### config.mk
export PLATFORM = sky130hd
export DESIGN_NAME = maze_loader
export DESIGN_NICKNAME = d
export VERILOG_FILES = /design/src/rtl/maze_pkg.sv /design/src/rtl/maze_loader_cell_address_gen.sv /design/src/rtl/maze_loader.sv
export SDC_FILE = /design/constraint.sdc
export NUM_CORES = 1
export LEC_CHECK = 0
export CORE_MARGIN = 2
export CORE_UTILIZATION = 25
export CTS_CLUSTER_DIAMETER = 200
export DETAILED_ROUTE_END_ITERATION = 6
export DONT_BUFFER_PORTS = 1
export HOLD_SLACK_MARGIN = 0.03
export PLACE_DENSITY = 0.42
export SLEW_MARGIN = 5
export SYNTH_ARGS = -nofsm -noshare
export SYNTH_HDL_FRONTEND = slang
export SYNTH_SLANG_ARGS = --single-unit
### constraint.sdc
create_clock -name clk -period 1.91 [get_ports clk]
set_clock_uncertainty 0.15 [all_clocks]
set_input_delay 0.382 -clock clk [delete_from_list [all_inputs] [get_ports clk]]
set_output_delay 0.382 -clock clk [all_outputs]
set_load 0.02 [all_outputs]
### src/rtl/maze_pkg.sv
// rtl/maze_pkg.sv - shared maze dimensions and loader state encoding
package maze_pkg;

   // Default maze geometry shared with memory_block and the maze controller
   localparam int MAZE_WIDTH  = 16;
   localparam int MAZE_HEIGHT = 16;
   localparam int MAZE_ADDR_W = 4;
   localparam int MAZE_ADDR_H = 4;

   typedef enum logic [1:0] {
      S_IDLE = 2'd0,
      S_LOAD = 2'd1,
      S_DONE = 2'd2
   } load_state_t;

endpackage

### src/rtl/maze_loader_cell_address_gen.sv
// rtl/maze_loader_cell_address_gen.sv - raster x/y cell counter, x fastest
module cell_address_gen
   import maze_pkg::*;
#(
   parameter int WIDTH  = MAZE_WIDTH,
   parameter int HEIGHT = MAZE_HEIGHT,
   parameter int ADDR_W = MAZE_ADDR_W,
   parameter int ADDR_H = MAZE_ADDR_H
) (
   input  logic              clk,
   input  logic              rst,
   input  logic              clr,
   input  logic              en,
   output logic [ADDR_W-1:0] x,
   output logic [ADDR_H-1:0] y,
   output logic              last_cell
);

   // Wrap on the real maze size, which need not be a power of two
   localparam logic [ADDR_W-1:0] X_LAST = ADDR_W'(WIDTH - 1);
   localparam logic [ADDR_H-1:0] Y_LAST = ADDR_H'(HEIGHT - 1);

   logic end_of_row;

   assign end_of_row = (x == X_LAST);
   assign last_cell  = end_of_row && (y == Y_LAST);

   always_ff @(posedge clk or posedge rst) begin
      if (rst) begin
         x <= '0;
         y <= '0;
      end else if (clr) begin
         x <= '0;
         y <= '0;
      end else if (en) begin
         if (last_cell) begin
            x <= '0;
            y <= '0;
         end else if (end_of_row) begin
            x <= '0;
            y <= y + ADDR_H'(1);
         end else begin
            x <= x + ADDR_W'(1);
         end
      end
   end

endmodule

### src/rtl/maze_loader.sv
// rtl/maze_loader.sv - streams a serial map bitstream into the maze memory in raster order
module maze_loader
   import maze_pkg::*;
#(
   parameter int WIDTH  = MAZE_WIDTH,
   parameter int HEIGHT = MAZE_HEIGHT,
   parameter int ADDR_W = MAZE_ADDR_W,
   parameter int ADDR_H = MAZE_ADDR_H
) (
   input  logic                     clk,
   input  logic                     rst,
   input  logic                     start,
   input  logic                     abort,
   input  logic                     in_valid,
   input  logic                     in_data,
   output logic                     in_ready,
   output logic                     mem_wr,
   output logic [ADDR_W-1:0]        mem_addr_x,
   output logic [ADDR_H-1:0]        mem_addr_y,
   output logic                     mem_data,
   output logic                     busy,
   output logic                     done,
   output logic                     loaded,
   output logic [ADDR_W+ADDR_H:0]   wall_count
);

   localparam int CNT_W = ADDR_W + ADDR_H + 1;

   load_state_t state;
   logic        transfer;
   logic        addr_clr;
   logic        last_cell;

   // Abort outranks a same-cycle handshake so a cancelled load never writes
   assign in_ready = busy;
   assign transfer = in_valid & busy & ~abort;
   assign mem_wr   = transfer;
   assign mem_data = in_data;
   assign addr_clr = (state == S_IDLE) && start;

   cell_address_gen #(
      .WIDTH  (WIDTH),
      .HEIGHT (HEIGHT),
      .ADDR_W (ADDR_W),
      .ADDR_H (ADDR_H)
   ) u_addr (
      .clk       (clk),
      .rst       (rst),
      .clr       (addr_clr),
      .en        (transfer),
      .x         (mem_addr_x),
      .y         (mem_addr_y),
      .last_cell (last_cell)
   );

   always_ff @(posedge clk or posedge rst) begin
      if (rst) begin
         state      <= S_IDLE;
         busy       <= 1'b0;
         done       <= 1'b0;
         loaded     <= 1'b0;
         wall_count <= '0;
      end else begin
         done <= 1'b0;
         case (state)
            S_IDLE: begin
               if (start) begin
                  state      <= S_LOAD;
                  busy       <= 1'b1;
                  loaded     <= 1'b0;
                  wall_count <= '0;
               end
            end
            S_LOAD: begin
               if (abort) begin
                  state <= S_IDLE;
                  busy  <= 1'b0;
               end else if (transfer) begin
                  if (in_data)
                     wall_count <= wall_count + CNT_W'(1);
                  if (last_cell) begin
                     state <= S_DONE;
                     busy  <= 1'b0;
                     done  <= 1'b1;
                  end
               end
            end
            S_DONE: begin
               state  <= S_IDLE;
               loaded <= 1'b1;
            end
            default: begin
               state <= S_IDLE;
               busy  <= 1'b0;
            end
         endcase
      end
   end

endmodule

# Yosys cells after proc, flatten, opt, wreduce, memory -nomap -nowiden
# Cells that the tools add are included.
# totals
wordCells,65
ff_bits,22
in_bits,6
out_inout_bits,23
# classes
bitwise_logic,4
reduce_logical,12
add_sub_neg,3
eq_ne,10
mux,29
# op_table
cell,n
9-bit 2-to-1 mux,4
4-bit 2-to-1 mux,8
9-bit case mux with 2 select lines,1
9-bit by 1-bit adder with 9-bit output (second input constant),1
1-bit 2-to-1 mux,9
4-bit by 1-bit adder with 4-bit output (second input constant),2
4-bit == test (second input constant),2
2-bit 2-to-1 mux,4
2-bit != test (second input constant),4
3-bit != test (second input constant),2
2-bit nonzero test,3
5-bit AND reduction,1
2-bit case mux with 2 select lines,1
2-bit AND reduction,2
4-bit AND reduction,1
1-bit case mux with 3 select lines,1
3-bit AND reduction,1
3-bit nonzero test,1
1-bit AND,2
2-bit by 1-bit == test with 1-bit output (second input constant),1
2-bit == test (second input constant),1
1-bit logical AND,2
2-bit zero test,1
1-bit inverter,2
1-bit case mux with 2 select lines,1

# Longest topological paths before layout
# depth
word_depth,6
depth_mapped,4
ltp_nobuf,4

# Modules after synthesis
# A second synthesis with hierarchy kept.
# unflattened
cells_unflattened,118
hier_area_um2,1148.6
# modules_own_cells
module,instances,cells_per_inst,seq_area_each_um2,area_per_inst_um2
maze_loader,1,73,350.3,725.7
cell_address_gen,1,45,200.2,422.9

# Worst setup path after synthesis
# No wires, ideal clock.
# synth_path
kind,reg2reg
startpoint,reg u_addr.x[0]
endpoint,reg u_addr.x[0]
t_required_ns,1.683
path_slack_ns,0.277
path_stages_with_launch,5
n_path_buf,0
setup_time_ns,0.077
t_arrival_ns,1.405
synth_period_minus_slack_ns,1.633
path_cell_list,dfrtp_1 > ha_1 > and3_1 > or3_1 > a21oi_1
# synth_between
elab_chain_len,5
elab_cells_between_ends,7
classes_between,add/sub (1); eq/ne (1); mux (4); reduce/logical (1)
# synth_rtl
element,line_no,text
from (decl),maze_loader_cell_address_gen.sv:14,"output logic [ADDR_W-1:0] x,"
from (signal assigned),maze_loader_cell_address_gen.sv:43,x <= x + ADDR_W'(1);
4-bit by 1-bit adder with 4-bit output or 4-bit == test (tied branches),"maze_loader_cell_address_gen.sv:43, maze_loader_cell_address_gen.sv:25",
4-bit 2-to-1 mux or 1-bit logical AND (tied branches),"maze_loader_cell_address_gen.sv:39, maze_loader_cell_address_gen.sv:26",
4-bit 2-to-1 mux *,maze_loader_cell_address_gen.sv:36,if (last_cell) begin
4-bit 2-to-1 mux *,maze_loader_cell_address_gen.sv:35,end else if (en) begin
4-bit 2-to-1 mux *,maze_loader_cell_address_gen.sv:32,end else if (clr) begin
# Every way passes the cells marked *; elsewhere a longest branch is shown, timed or not. The select of a mux whose other input is x is not followed.
# A chain may end at the register's enable or synchronous reset.

# Worst setup path in the final report
# layout_path
startpoint,reg busy
endpoint,out mem_wr
# layout_between
elab_chain_len,2
# layout_rtl
element,line_no,text
from (decl),maze_loader.sv:21,"output logic busy,"
from (signal assigned),maze_loader.sv:59,busy <= 1'b0;
from (signal assigned),maze_loader.sv:69,busy <= 1'b1;
from (signal assigned),maze_loader.sv:77,busy <= 1'b0;
1-bit AND (2 in a row),maze_loader.sv:36,assign transfer = in_valid & busy & ~abort;
to (decl),maze_loader.sv:17,"output logic mem_wr,"
# Every way passes these cells.

==> run_results.csv <==
group,metric,value,unit
place,pre_cts_ws,0.159,ns
place,io_buffers,0,
timing,relSlewSlack,73.7,%
finish,syn_to_final_growth,18.6,%
pwr,p_switching,0.000304,W
timing,tightest_slew,0.390,ns
finish,regArea,551,um^2
pwr,pwr-share-comb,17.7,%
cts,cts_buffers,3,
timing,setup_ws,0.101,ns
cts,clk_latency,0.27,ns
setup_path,required,1.38,ns
timing,finalSetupViolations,0,
setup_path,timing.rr.end,"wall_count[5]",
timing,fin_crit_sh,94.7,%
setup_path,setup.worst_path.start_class,"flop",
floorplan,rows,25,
yosys,syn_avg_cell_area,9.77,um^2
finish,drive_above_1_share,16.9,%
yosys,ys_seq_area_share,46.6,%
route,drt_wl_total,2.95,mm
cts,cts_htree_levels,1,
cts,root_buffer,"clkbuf_8",
route,wl_per_cell,15.5,um
setup_path,worstPathMaxFanout,8,
min_path,hold_path.class,"in -> reg",
finish,diodes,0,
yosys,dominantRegCellSynth,"dfrtp_1",
global_route,track_usage,11.5,%
timing,rsz0062_at_grt,"false",
global_route,antenna_found_initial,0,
pwr,p_per_area,740,mW/mm^2
finish,nets,146,
finish,mostFrequentLayoutCell,"dfrtp_1",
yosys,synthesis.nets,130,
yosys,yosys.area.top_type,"dfrtp_1",
min_path,hp-start,"abort",
finish,final_cell_count_no_fill,190,
floorplan,core_area,0.00463,mm^2
finish,multi_input_area,571,um^2
timing,fin_crit,1.81,ns
floorplan,initial_core_util,25.5,%
job,maxCapViolCount,0,
place,dpl.cell_count,184,
global_route,grt_pass1_wl,4.66,mm
finish,fillers,489,
timing,fin_tns_setup,0,ns
cts,cts_tree,"done",
yosys,synth-edff-count,0,
yosys,synth.top_cell.area_share,46.6,%
pwr,switching_share,29.3,%
pwr,seq_power_share,48.7,%
route,ant_nets,0,
route,drc,0,
floorplan,die-area,0.00530,mm^2
route,num_vias,1011,
setup_path,end_kind,"primary output",
pwr,p_leak,0.627,nW
setup_path,ff2ff_setup_slack,0.21,ns
yosys,synth_area_leaders,"dfrtp_1 47%, a21oi_1 3.8%, nand2_1 3.8%",
status,status,"finished clean",
route,vias_per_cell,5.32,
place,dp_hpwl,2.08,mm
pwr,max-vdd-ir-drop,0.345,mV
yosys,ys_warn_count,0,
place,postPlaceCellArea,0.00133,mm^2
pwr,intPower,0.000734,W
global_route,overflow,0,
route,first_pass_iters,5,
cts,clockBufferDepth,2,
finish,most-common-layout-cells,"22 x dfrtp_1, 16 x buf_4, 12 x nand2_1",
global_route,grt_pass1_vias,932,
setup_path,cp.arrival,1.28,ns
min_path,hold-path-cell-count,1,
yosys,ys_ff_latch,22,
yosys,syn_area,0.00118,mm^2
global_route,grt_start_max_net_pins,23,
timing,hold_viol_final,0,
pwr,clock_power_share,33.7,%
setup_path,ff2ff_path_depth,4,
setup_path,worstSetupPathType,"reg -> out",
yosys,async_reset_ff_share,100,%
setup_path,critPathLaunch,"busy",
yosys,yosysUniqueCellTypes,35,
floorplan,pin_count,29,
cts,clock_sinks,22,
floorplan,die_h,72.8,um
finish,final_area,0.00140,mm^2
min_path,hold_end,"state[0]",
timing,max_freq,553,MHz
cts,clkTransAtPathRegs,0.09,ns
place,gp_congestion,0.823,
timing,final_max_slew_viol_count,0,
route,first_iter_violations,58,
yosys,synthCells,121,
setup_path,r2r-start,"busy",
floorplan,die_w,72.8,um
[cells by family after synthesis]
group | share of synthesized area, %
AND/OR/NAND/NOR | 24.6
AO/OA/AOI/OAI | 17.1
flip-flops | 46.6
buffers and inverters | 5.18
multiplexers | 3.39
adder cells (fa/ha/maj) | 3.17
[cell usage after synthesis, drive strengths merged, types with 3 or more instances]
library cell	number
or3	3
nand2	12
ha	3
o41ai	3
nand4b	3
o31ai	4
nand3	7
buf	6
nand2b	6
a21oi	9
mux2i	4
o21ai	7
nor4	5
dfrtp	22
inv	6
[registers in the layout, indices dropped and copies added, names as in the netlist]
signal / flops
loaded: 1
done: 1
busy: 1
wall_count: 9
u_addr.x: 4
u_addr.y: 4
state: 2
[stage by stage]
step | hold WS [ns] | total power [W] | util (%)
3_5_place_dp | 0.193 | 0.000695 | 28.7
4_1_cts | 0.0411 | 0.00105 | 30.1
5_1_grt | 0.0313 | 0.00110 | 30.3
2_1_floorplan | 0.221 | 0.000638 | -
6_report | 0.0494 | 0.00104 | 30.3
3_3_place_gp | 0.190 | 0.000692 | 28.7
[how the worst max path moves through the flow]
| stage | cells past startpoint | end | slack, ns |
|---|---|---|---|
| CTS | 3 | mem_wr | 0.06 |
| detailed placement | 4 | wall_count[5] | 0.16 |
| finish | 3 | mem_wr | 0.10 |
| global placement | 4 | wall_count[5] | 0.22 |
| floorplan | 4 | u_addr.x[0] | 0.28 |
| global route | 3 | mem_wr | 0.0005 |
[area by class of cell]
class / count / area share [%]
Sequential cell: 22 / 39.3
Clock buffer: 4 / 3.93
Tap cell: 54 / 4.82
Timing Repair Buffer: 17 / 9.28
Inverter: 7 / 2.05
Multi-Input combinational cell: 86 / 40.7
[layer usage]
metal | share of wire (%) | GRT usage, % | up-vias
li1 | - | - | 483
met1 | 45 | 14.6 | 488
met2 | 46 | 17.9 | 36
met3 | 8.3 | 5.52 | 4
met4 | 0.64 | 2.47 | 0
met5 | 0 | 0 | -
[what timing repair did]
item,4_1_cts,5_1_grt
buffers inserted,0,1
pin swaps,0,1
endpoints found under the hold margin,22,0
endpoints found under the setup margin,1,1
gates resized for setup,1,1
hold buffers,1,0
[power groups by stage]
| stage | registers (W) | clock network [W] | logic [W] |
|---|---|---|---|
| after floorplan | 0.000540 | 0 | 0.0000978 |
| after detailed placement | 0.000515 | 0 | 0.000180 |
| after global placement | 0.000514 | 0 | 0.000178 |
| final | 0.000505 | 0.000350 | 0.000183 |
| after global routing | 0.000509 | 0.000385 | 0.000204 |
| after CTS | 0.000505 | 0.000365 | 0.000184 |
[critical path, stage by stage, from the launching register on]
cell and delay, ns:
dfrtp_1 0.42, nand3b_1 0.25, inv_4 0.18, buf_4 0.16
(Power assumes the default switching activity.)
